--- src/rtl/gpr_wb_arbiter_pkg.sv ---
// Shared constants, types and helpers for the GPR writeback arbiter.
package gpr_wb_arbiter_pkg;

  localparam int GPR_AW = 5;
  localparam int GPR_DW = 32;
  localparam logic [GPR_AW-1:0] GPR_ZERO = 5'd0;

  // One pending writeback: destination register and the value to write.
  typedef struct packed {
    logic [GPR_AW-1:0] sel;
    logic [GPR_DW-1:0] data;
  } wb_req_t;

  // One-hot decode of a register select; $0 never shows up in the mask.
  function automatic logic [31:0] onehot32(input logic [GPR_AW-1:0] sel);
    logic [31:0] m;
    m = 32'd0;
    if (sel != GPR_ZERO) m[sel] = 1'b1;
    return m;
  endfunction

endpackage

--- src/rtl/gpr_wb_arbiter_if.sv ---
// Bundle of the writeback-source request bus and the GPR write port.
// The master side is the pipeline (sources plus the GPR file/decode);
// the slave side is the arbiter.
interface gpr_wb_arbiter_if
  import gpr_wb_arbiter_pkg::*;
#(
  parameter int N_REQ = 3,
  parameter int DW    = GPR_DW,
  parameter int AW    = GPR_AW
);
  logic [N_REQ-1:0]    req_valid;
  logic [N_REQ*AW-1:0] req_sel;
  logic [N_REQ*DW-1:0] req_data;
  logic [N_REQ-1:0]    req_ready;
  logic                WE;
  logic [AW-1:0]       WeSel;
  logic [DW-1:0]       WData;
  logic [31:0]         pend_mask;

  modport master (
    output req_valid, req_sel, req_data,
    input  req_ready, WE, WeSel, WData, pend_mask
  );

  modport slave (
    input  req_valid, req_sel, req_data,
    output req_ready, WE, WeSel, WData, pend_mask
  );
endinterface

--- src/rtl/gpr_wb_arbiter_rr.sv ---
// Round-robin arbiter: grants the first requester at or after the pointer,
// and moves the pointer one past the winner when the grant is consumed.
module rr_arbiter #(
  parameter int N  = 3,
  parameter int IW = (N > 1) ? $clog2(N) : 1
) (
  input  logic          clk,
  input  logic          rst,
  input  logic [N-1:0]  req,
  input  logic          adv,
  output logic [N-1:0]  gnt_onehot,
  output logic [IW-1:0] gnt_idx,
  output logic          any
);

  logic [IW-1:0] ptr_q;
  logic [IW-1:0] ptr_d;

  // Search from ptr upwards (wrapping); walking backwards lets the closest
  // candidate overwrite farther ones, so no early exit is needed.
  always_comb begin
    int cand;
    cand       = 0;
    gnt_onehot = '0;
    gnt_idx    = '0;
    any        = 1'b0;
    for (int off = N - 1; off >= 0; off--) begin
      cand = int'(ptr_q) + off;
      if (cand >= N) cand = cand - N;
      if (req[IW'(cand)]) begin
        any     = 1'b1;
        gnt_idx = IW'(cand);
      end
    end
    if (any) gnt_onehot[gnt_idx] = 1'b1;
    ptr_d = ptr_q;
    if (adv && any) ptr_d = (gnt_idx == IW'(N - 1)) ? '0 : gnt_idx + 1'b1;
  end

  // Pointer register.
  always_ff @(posedge clk) begin
    if (rst) ptr_q <= '0;
    else     ptr_q <= ptr_d;
  end

endmodule

--- src/rtl/gpr_wb_arbiter.sv ---
// Shares the single GPR write port between several writeback sources.
// Each source owns a one-entry holding register; a round-robin arbiter
// drains one entry per cycle into the registered WE/WeSel/WData port, and
// pend_mask exposes every destination still in flight so decode can stall.
module gpr_wb_arbiter
  import gpr_wb_arbiter_pkg::*;
#(
  parameter int N_REQ = 3,
  parameter int DW    = GPR_DW,
  parameter int AW    = GPR_AW
) (
  input  logic             clk,
  input  logic             rst,
  gpr_wb_arbiter_if.slave  bus
);

  localparam int IW = (N_REQ > 1) ? $clog2(N_REQ) : 1;

  logic [N_REQ-1:0] hold_v;
  logic [AW-1:0]    hold_sel  [N_REQ];
  logic [DW-1:0]    hold_data [N_REQ];
  logic [N_REQ-1:0] ready;

  logic [N_REQ-1:0] gnt_onehot;
  logic [IW-1:0]    gnt_idx;
  logic             gnt_any;

  logic             we_q;
  logic [AW-1:0]    we_sel_q;
  logic [DW-1:0]    wdata_q;
  logic [31:0]      pend_mask;

  // Ready depends only on registered state and reset, never on valid.
  assign ready         = ~hold_v & {N_REQ{~rst}};
  assign bus.req_ready = ready;

  for (genvar gi = 0; gi < N_REQ; gi++) begin : g_src
    logic          v_q;
    logic [AW-1:0] sel_q;
    logic [DW-1:0] data_q;
    logic [AW-1:0] in_sel;
    logic [DW-1:0] in_data;
    logic          accept;

    assign in_sel  = bus.req_sel[gi*AW +: AW];
    assign in_data = bus.req_data[gi*DW +: DW];
    assign accept  = bus.req_valid[gi] & ready[gi];

    // Holding entry: load on accept (writes to $0 are swallowed), clear
    // when granted. Grant and accept never coincide since ready=~v_q.
    always_ff @(posedge clk) begin
      if (rst) begin
        v_q <= 1'b0;
      end else if (gnt_onehot[gi]) begin
        v_q <= 1'b0;
      end else if (accept && (in_sel != '0)) begin
        v_q    <= 1'b1;
        sel_q  <= in_sel;
        data_q <= in_data;
      end
    end

    assign hold_v[gi]    = v_q;
    assign hold_sel[gi]  = sel_q;
    assign hold_data[gi] = data_q;
  end

  rr_arbiter #(
    .N  (N_REQ),
    .IW (IW)
  ) u_rr (
    .clk        (clk),
    .rst        (rst),
    .req        (hold_v),
    .adv        (1'b1),
    .gnt_onehot (gnt_onehot),
    .gnt_idx    (gnt_idx),
    .any        (gnt_any)
  );

  // GPR write port: pulse WE for the granted entry; select/data keep their
  // last value when idle.
  always_ff @(posedge clk) begin
    if (rst) begin
      we_q     <= 1'b0;
      we_sel_q <= '0;
      wdata_q  <= '0;
    end else begin
      we_q <= gnt_any;
      if (gnt_any) begin
        we_sel_q <= hold_sel[gnt_idx];
        wdata_q  <= hold_data[gnt_idx];
      end
    end
  end

  // In-flight destinations: every valid holding entry plus the write now
  // on the port.
  always_comb begin
    pend_mask = 32'd0;
    for (int i = 0; i < N_REQ; i++) begin
      if (hold_v[i]) pend_mask = pend_mask | onehot32(GPR_AW'(hold_sel[i]));
    end
    if (we_q) pend_mask = pend_mask | onehot32(GPR_AW'(we_sel_q));
  end

  assign bus.WE        = we_q;
  assign bus.WeSel     = we_sel_q;
  assign bus.WData     = wdata_q;
  assign bus.pend_mask = pend_mask;

endmodule

--- src/flat_wrapper.sv ---
// flat-port wrapper written by rule: the top's interface ports become plain ports
module gpr_wb_arbiter_flat import gpr_wb_arbiter_pkg::*;
#(
  parameter int N_REQ = 3,
  parameter int DW    = GPR_DW,
  parameter int AW    = GPR_AW
)
  (clk, rst, bus_req_valid, bus_req_sel, bus_req_data, bus_req_ready, bus_WE, bus_WeSel, bus_WData, bus_pend_mask);
  gpr_wb_arbiter_if #(.N_REQ(N_REQ), .DW(DW), .AW(AW)) bus_i ();
  input  logic clk;
  input  logic rst;
  input wire logic [$bits(bus_i.req_valid)-1:0] bus_req_valid;
  input wire logic [$bits(bus_i.req_sel)-1:0] bus_req_sel;
  input wire logic [$bits(bus_i.req_data)-1:0] bus_req_data;
  output wire logic [$bits(bus_i.req_ready)-1:0] bus_req_ready;
  output wire logic [$bits(bus_i.WE)-1:0] bus_WE;
  output wire logic [$bits(bus_i.WeSel)-1:0] bus_WeSel;
  output wire logic [$bits(bus_i.WData)-1:0] bus_WData;
  output wire logic [$bits(bus_i.pend_mask)-1:0] bus_pend_mask;
  assign bus_i.req_valid = bus_req_valid;
  assign bus_i.req_sel = bus_req_sel;
  assign bus_i.req_data = bus_req_data;
  assign bus_req_ready = bus_i.req_ready;
  assign bus_WE = bus_i.WE;
  assign bus_WeSel = bus_i.WeSel;
  assign bus_WData = bus_i.WData;
  assign bus_pend_mask = bus_i.pend_mask;
  gpr_wb_arbiter #(.N_REQ(N_REQ), .DW(DW), .AW(AW)) u_core (.clk(clk), .rst(rst), .bus(bus_i));
endmodule
--- config.mk ---
export PLATFORM = sky130hd
export DESIGN_NAME = gpr_wb_arbiter_flat
export DESIGN_NICKNAME = d
export VERILOG_FILES = /design/src/rtl/gpr_wb_arbiter_pkg.sv /design/src/rtl/gpr_wb_arbiter_if.sv /design/src/rtl/gpr_wb_arbiter_rr.sv /design/src/rtl/gpr_wb_arbiter.sv /design/src/flat_wrapper.sv
export SDC_FILE = /design/constraint.sdc
export NUM_CORES = 1
export LEC_CHECK = 0
export CAP_MARGIN = 30
export CORE_MARGIN = 1.5
export CORE_UTILIZATION = 49
export CTS_BUF_LIST = sky130_fd_sc_hd__clkbuf_4 sky130_fd_sc_hd__clkbuf_8 sky130_fd_sc_hd__clkbuf_16
export CTS_CLUSTER_DIAMETER = 40
export DETAILED_ROUTE_END_ITERATION = 8
export PLACE_DENSITY = 0.8
export SLEW_MARGIN = 25
export SYNTH_ARGS = -nofsm -noshare
export SYNTH_HDL_FRONTEND = slang
export SYNTH_HIERARCHICAL = 1
export SYNTH_SLANG_ARGS = --single-unit
--- constraint.sdc ---
create_clock -name clk -period 8 [get_ports clk]
set_input_delay 2.4 -clock clk [delete_from_list [all_inputs] [get_ports clk]]
set_output_delay 2.4 -clock clk [all_outputs]
set_load 0.03 [all_outputs]
# Word level (Yosys, flattened, before mapping)
# Index checks and enable logic that the tools add are counted.
# word_totals
regBits,154
in_bits,116
output_inout_bits,73
# classes
add_sub_neg,6
order_cmp,17
n_eq_ne,1
n_mux,47
n_bitwise,13
n_reduce_logical,21
# op_table
operator,n
$mux W32,13
$or A32 B32 Y32,3
$bmux W32 S2,1
$reduce_bool A5 Y1,7
$lt A5 B6 Y1 const B,4
$demux W1 S5,4
$ge A5 B1 Y1 const B,4
$mux W1,14
$mux W2,7
$lt A2 B4 Y1 const B,3
$bmux W5 S2,1
$mux W5,2
$reduce_and A3 Y1,3
$logic_and A1 B1 Y1,8
$bmux W1 S2,3
$ge A3 B2 Y1 const B,2
$reduce_or A2 Y1,3
$sub A2 B2 Y2 const B,3
$not A1 Y1,4
$add A2 B1 Y3 const B,1
$add A2 B2 Y3 const B,1
$and A1 B1 Y1,3
$and A3 B3 Y3,1
$ge A3 B3 Y1 const B,1
other kinds (9),9

# Longest topological paths before layout
# Gate-level depths: netlist of the first run.
# depth
depth_word,16
depth_mapped,11

# Modules after synthesis
# The synthesis of the first run kept the hierarchy.
# by_module_without_submodules
mod,instances,cells_each,area_each_um2,seq_area_each_um2
gpr_wb_arbiter,1,528,6905.4,4154.0
rr_arbiter,1,49,397.9,40.0

# Least setup slack after synthesis of the first run
# No wires, ideal clock.
# synth_path
path_kind,input to register
start,input port rst
end,register u_core.g_src[2].data_q[0] (enable)
setup_ns,0.524
t_arrival_ns,6.178
slack_ns,1.298
path_stages,2
n_path_buf,1
cell_sequence,buf_2 nor4_1
# synth_between
elab_chain_len,5
# synth_lines
element,line,rtl
from (decl),flat_wrapper.sv:11,input logic rst;
$not A1 Y1 (no source line) (*),--,
$and A3 B3 Y3,gpr_wb_arbiter.sv:34,assign ready = ~hold_v & {N_REQ{~rst}};
$and A1 B1 Y1,gpr_wb_arbiter.sv:47,assign accept = bus.req_valid[gi] & ready[gi];
$logic_and A1 B1 Y1,gpr_wb_arbiter.sv:56,end else if (accept && (in_sel != '0)) begin
$reduce_and A3 Y1 (no source line) (*),--,
to (signal assigned),gpr_wb_arbiter.sv:59,data_q <= in_data;
to (decl),gpr_wb_arbiter.sv:40,logic [DW-1:0] data_q;
# Mark *: on every way between the ends. The rest lies on a longest branch, timed or not.
# A chain may end at the register's enable or synchronous reset.

# Worst setup path in the final report of the first run
# layout_path
start,input port rst
end,output port bus_req_ready[0]
# layout_between
elab_chain_len,2
# layout_lines
element,line,rtl
$not A1 Y1 (no source line),--,
$and A3 B3 Y3,gpr_wb_arbiter.sv:34,
to (decl),flat_wrapper.sv:15,output wire logic [$bits(bus_i.req_ready)-1:0] bus_req_ready;
# Every way passes these cells.

==> results of run 1 <==
## kinds of logic after synthesis
family / after synthesis / share of synthesized area
AND/OR/NAND/NOR: 212 / 0.159
adder cells (fa/ha/maj): 3 / 0.00514
AO/OA/AOI/OAI: 118 / 0.158
other: 2 / 0.00103
multiplexers: 42 / 0.0617
flip-flops: 154 / 0.574
buffers and inverters: 46 / 0.0408
## cell type report
type	instances	area, sq um	area share
flip-flops and latches	154	4190	0.429
multi-input cells	377	2850	0.291
repair buffers	194	1920	0.196
clock buffers	19	440	0.0450
well taps	184	230	0.0235
clock inverters	13	119	0.0122
inverters	9	33.8	0.00345
## cells in the mapped netlist (9+ instances only)
cell / instances / share of area
edfxtp_1: 111 / 0.46
nand2_1: 49 / 0.025
nor2_1: 46 / 0.024
dfxtp_1: 43 / 0.12
mux2i_1: 38 / 0.052
a311oi_2: 30 / 0.062
or2_0: 28 / 0.024
o221ai_1: 25 / 0.030
a22oi_1: 16 / 0.016
clkbuf_1: 15 / 0.0077
nor2b_1: 13 / 0.011
nand2b_1: 12 / 0.010
o22a_1: 12 / 0.014
or2_1: 10 / 0.0086
inv_1: 9 / 0.0046
## state kept, by name, indices dropped and copies added (netlist names)
signal / flops
u_core/bus.WData: 32
u_core/bus.WE: 1
u_core/bus.WeSel: 5
u_core/g_src.data_q: 96
u_core/g_src.sel_q: 15
u_core/g_src.v_q: 3
u_core/u_rr/ptr_q: 2
## layer usage
metal  global-route usage  part of all wire  vias to the layer above
met5                    0                 0                        -
met4                0.102             0.022                        0
met3               0.0822             0.078                       33
met2                0.438              0.49                      257
met1                0.319              0.41                     2746
li1                     -                 -                     2585
## where the power goes
group	switching [mW]	internal (mW)	total, mW
logic	1.03	0.654	1.69
registers	0.157	1.07	1.22
clock network	0.328	0.436	0.764
total	1.52	2.16	3.67
## tightest hold or removal path, delay by kind of cell (launching register included)
kind | cells | cell delay, ps
flops | 1 | 320
simple gates | 1 | 60
compound gates | 1 | 50
## path summary, 6_finish.rpt
kind / from / slack, ps / end / cells past startpoint
max: rst / 2290 / bus_req_ready[0] / 3
min reg2reg: u_core/u_rr/ptr_q[0]$_SDFFE_PP0P_ / 480 / u_core/u_rr/ptr_q[0]$_SDFFE_PP0P_ / 2
min: u_core/u_rr/ptr_q[0]$_SDFFE_PP0P_ / 480 / u_core/u_rr/ptr_q[0]$_SDFFE_PP0P_ / 2
max reg2reg: u_core/u_rr/ptr_q[1]$_SDFFE_PP0P_ / 4370 / u_core/g_src[0].data_q[20]$_DFFE_PP_ / 8
## stage by stage
step / instance area [sq um] / setup WS (ps) / std cells / power, mW
after global placement: 9220 / 2310 / 918 / 2.85
after detailed placement: 9220 / 2300 / 918 / 2.91
after floorplan: 7300 / 1300 / 577 / 2.46
after global routing: 9780 / 2280 / 950 / 3.87
after CTS: 9780 / 2300 / 950 / 3.69
final: 9780 / 2290 / 950 / 3.67
==> results.md, run 1 <==
- Number of top-level pins: between 150 and 200
- CP max stage delay: slightly below 700 ps
- Outcome: finished clean
- Layout Utilization: 0.673
- VDD IR-drop max: between 0.0002 and 0.00025 V
- Min Hold Slack: around 480 ps
- TritonCTS clock tree: yes
- Syn_nets: 696
- Area of the core: ~15000 sq um
- Final Max Tran Viols: 0
- CP Cell Sequence: buf_2 > nor2_1 > clkdlybuf4s50_1
- CTS H-tree depth: 4
- CP Launch Type: primary input
- Final Hold Viols: 0
- Via count: 5621
- Area grow syn2layout: 33.9%
- Post-route ant nets: 0
- Post-CTS Hold Fix Bufs: 0
- DRC: 0
- Leakage power: about 3.1 nW
- Initial Util: 0.502
- Synthesized area per cell: ~13 sq um
- Drt total wl: about 20 mm
- Setup CP Type: in2out
- FMAX: around 0.18 GHz
- CP required: 5600 ps
- Synthesis warning total: 6
- Tmin final: 5710 ps
- Mapped cell area: roughly 7300 sq um
- CTS clk-pin slew, worst paths: 60 ps
- Largest net degree at the start of global routing: 52
- Final Wtd Congestion: between 0.9 and 1
- Number of port buffers: about 190
- Clock sinks: 154
- Vias in the first global route: approximately 5800
- Max Cap Violations: 0
- Most frequent cells in the layout: 186 x clkdlybuf4s50_1, 111 x edfxtp_1, 49 x nand2_1
- CP delay by family, top: buffers and inverters
- Worst Skew: ~4.8 ps
- Post-cts sizing count: 0
- Layout cell share with drive strength beyond 1: 0.117
- Final HPWL DP: 14.0 mm
- Skew-Pair Late Insertion Delay: about 430 ps
- GRT Util Overall: 0.263
- Final period utilization: 0.714
- Number of synthesized register bits: 154
- CP max FO: 4
- DRT Pass-1 Iters: 5
- Filler cell count: 1067
- Post-CTS setup buffer count: 0
- Clk root buf: clkbuf_16
- Initial antenna violation count: 0
- Most common cell after layout, fill and taps aside: clkdlybuf4s50_1
- Longest Clk Path Bufs: 2
- Final #Nets: 872
- Synth cell types: 55
- Die Area: 15600 sq um
- Post-Synthesis Cells: between 500 and 600
- Worst-Margin Slew: 784 ps
- Slew margin rel.: 0.477
- Antenna diode count: 0
- Worst setup EP type: output port
- First-pass GRT wire length: 31.6 mm
- EDFF count, synth: 111
- Hold Path Class: reg2reg
- Crit path DAT: between 3000 and 4000 ps
- # setup viols final: 0
- Core Rows: 44
- FFs w/ async S/R, synth: 0
- Die Wd: roughly 130 um
- Die height: between 100 and 150 um
- Power Density: around 380 nW/um^2
- Vias per inst: just under 6
- Clock buffer count from CTS: 17
- DRT iter0 DRCs: 470
- Unrepaired setup endpoints after global routing: no
- GR Overflow Total: 0
- CP max-delay cell: clkdlybuf4s50_1
- Main synth FF type: edfxtp_1
- Sequential fraction of the synthesis area: 0.574
- DR WL/cell: 21.2 um
- Crit path buffers/inverters: 2
- Post-route setup TNS: 0 ps
No activity file was read; power rests on OpenSTA's default activity.
==> run 2, diff against run 1 <==
Settings changed: CORE_UTILIZATION 49 to 44, PLACE_DENSITY 0.8 to 0.76.
Clock period 8 ns to 4.7 ns, I/O delays scaled along.
==> run 2 against run 1 <==
Clock skew is 3.1 ps higher. Critical path depth increased by 1. Power increased by 74%.
==> results.md, run 2 (synthesized netlist as in run 1, its figures left out) <==
- Outcome: finished clean (unchanged)
- Core Rows: 46 (was 44)
- Number of top-level pins: 189 (unchanged)
- Final period utilization: 0.896
- Hold Path Class: reg2reg (unchanged)
- Leakage power: 3.18 nW (was 3.13 nW)
- CTS H-tree depth: 4 (unchanged)
- Area of the multi-input gates: 2850 sq um (about the same)
- # setup viols final: 0 (unchanged)
- Antenna diode count: 0 (unchanged)
- Tmin final: between 4000 and 5000 ps
- Max Cap Violations: 0 (unchanged)
- Clk root buf: clkbuf_16 (unchanged)
- Crit path DAT: 2800 ps (was 3310 ps)
- GRT Util Overall: 0.227 (was 0.263)
- Die Wd: 132 um (was 125 um)
- Final HPWL DP: 14.1 mm (was 14.0 mm)
- Dpl cell area: 9270 sq um (was 9220 sq um)
- Post-route cell area: 9900 sq um (was 9780 sq um)
- Clock buffer count from CTS: 17 (unchanged)
- Largest Register: u_core/g_src.data_q (unchanged)
- Post-CTS setup buffer count: 0 (unchanged)
- Die Area: 17400 sq um (was 15600 sq um)
- Worst Skew: 7.87 ps (was 4.79 ps)
- Final Max Tran Viols: 0 (unchanged)
- CP max stage delay: 780 ps (was 690 ps)
- Most frequent cells in the layout: 186 x clkdlybuf4s50_1, 111 x edfxtp_1, 49 x nand2_1 (unchanged)
- Area of the core: 16100 sq um (was 14500 sq um)
- TritonCTS clock tree: yes (unchanged)
- CP max FO: 17 (was 4)
- Setup CP Type: reg2out (was in2out)
- Post-cts sizing count: 0 (unchanged)
- CP Cell Sequence: nor4b_1 > a22oi_1 > o311ai_1 > clkdlybuf4s50_1 (was buf_2 > nor2_1 > clkdlybuf4s50_1)
- Initial antenna violation count: 0 (unchanged)
- Cell Count, Final, Fillers Out: 982 (was 950)
- Filler cell count: 1234 (was 1067)
- GR Overflow Total: 0 (unchanged)
- DRT Pass-1 Iters: 5 (unchanged)
- CP required: 3290 ps (was 5600 ps)
- Area grow syn2layout: 35.6% (was 33.9%)
- Clock sinks: 154 (unchanged)
- Storage cell area: 4190 sq um (unchanged)
- Drt total wl: 19.7 mm (was 20.1 mm)
- Final Wtd Congestion: 0.939 (was 0.932)
- Final Hold Viols: 0 (unchanged)
- Worst setup EP type: output port (unchanged)
- Slew margin rel.: 0.444 (was 0.477)
- Post-route ant nets: 0 (unchanged)
- Largest net degree at the start of global routing: 51 (was 52)
- Power Density: 645 nW/um^2 (was 376 nW/um^2)
- Final #Nets: 872 (unchanged)
- CP max-delay cell: dfxtp_1 (was clkdlybuf4s50_1)
- First-pass GRT wire length: 30.3 mm (was 31.6 mm)
- Post-CTS Hold Fix Bufs: 0 (unchanged)
- Unrepaired setup endpoints after global routing: no (unchanged)
- Worst-Margin Slew: 823 ps (was 784 ps)
- Layout cell share with drive strength beyond 1: 0.120 (was 0.117)
- Most common cell after layout, fill and taps aside: clkdlybuf4s50_1 (unchanged)
- Die height: 132 um (was 125 um)
- CTS clk-pin slew, worst paths: 60 ps (about the same)
- FMAX: 0.238 GHz
- Initial Util: 0.455 (was 0.502)
- Number of flip-flops in the largest register: 96 (unchanged)
- CP Launch Type: flip-flop (was primary input)
- Dpl cells: 950 (was 918)
- Vias per inst: 5.74 (was 5.92)
- DRT iter0 DRCs: 316 (was 470)
- Layout Utilization: 0.617 (was 0.673)
- Number of port buffers: 187 (unchanged)
- Skew-Pair Late Insertion Delay: 420 ps (was 430 ps)
- Longest Clk Path Bufs: 2 (unchanged)
- VDD IR-drop max: 0.000364 V (was 0.000229 V)
- Via count: 5636 (was 5621)
- Vias in the first global route: 5647 (was 5845)
- DRC: 0 (unchanged)
- DR WL/cell: 20.0 um (was 21.2 um)
## run 2: changes by cell type in the layout (fill, tap and decap cells not counted), moves of 2 or more
cell / previous run / this run
bufinv_16: 1 / 4
clkbuf_4: 2 / 4
clkinv_1: 2 / 0
clkinvlp_4: 4 / 0
## run 2: worst paths after layout
check,start,to,slack [ps],cells past startpoint
worst max-delay path,u_core/g_src[1].v_q$_SDFFE_PP0P_,bus_pend_mask[2],490,4
worst min-delay path,u_core/u_rr/ptr_q[0]$_SDFFE_PP0P_,u_core/u_rr/ptr_q[0]$_SDFFE_PP0P_,480,2
worst max register to register,u_core/u_rr/ptr_q[1]$_SDFFE_PP0P_,u_core/g_src[1].data_q[30]$_DFFE_PP_,1070,8
worst min register to register,u_core/u_rr/ptr_q[0]$_SDFFE_PP0P_,u_core/u_rr/ptr_q[0]$_SDFFE_PP0P_,480,2
## run 2: final cells by class
cell class,instances,share of cell area
inverters,9,0.00341
clock inverters,10,0.0167
clock buffers,22,0.0474
flip-flops and latches,154,0.423
multi-input cells,377,0.288
repair buffers,194,0.194
well taps,216,0.0273
## run 2: power breakdown
part / leakage, nW / switching (mW) / total, mW / internal [mW]
sequential: 1.38 / 0.250 / 2.07 / 1.82
clock: 0.317 / 0.528 / 1.46 / 0.930
combinational: 1.48 / 1.75 / 2.86 / 1.12
total: 3.18 / 2.52 / 6.39 / 3.86
## run 2: per-layer routing
metal | vias to the layer above | share of wire | global-route usage
li1 | 2583 | - | -
met1 | 2746 | 0.41 | 0.278
met2 | 264 | 0.49 | 0.374
met3 | 43 | 0.073 | 0.0592
met4 | 0 | 0.033 | 0.112
met5 | - | 0 | 0
## run 2: stage by stage
step	setup WS, ps	total power [mW]	hold slack, ps	TNS [ps]
after floorplan	-1010	4.18	443	-112320
after global placement	977	4.87	458	0
after detailed placement	941	4.95	471	0
after CTS	492	6.43	479	0
after global routing	346	6.72	511	0
final	490	6.39	476	0
## run 2: worst max-delay path: cells and delay by family, from the launching register on
family / cells / cell delay (ps)
AO/OA/AOI/OAI: 2 / 310
buffers and inverters: 1 / 730
flip-flops: 1 / 780
AND/OR/NAND/NOR: 1 / 560
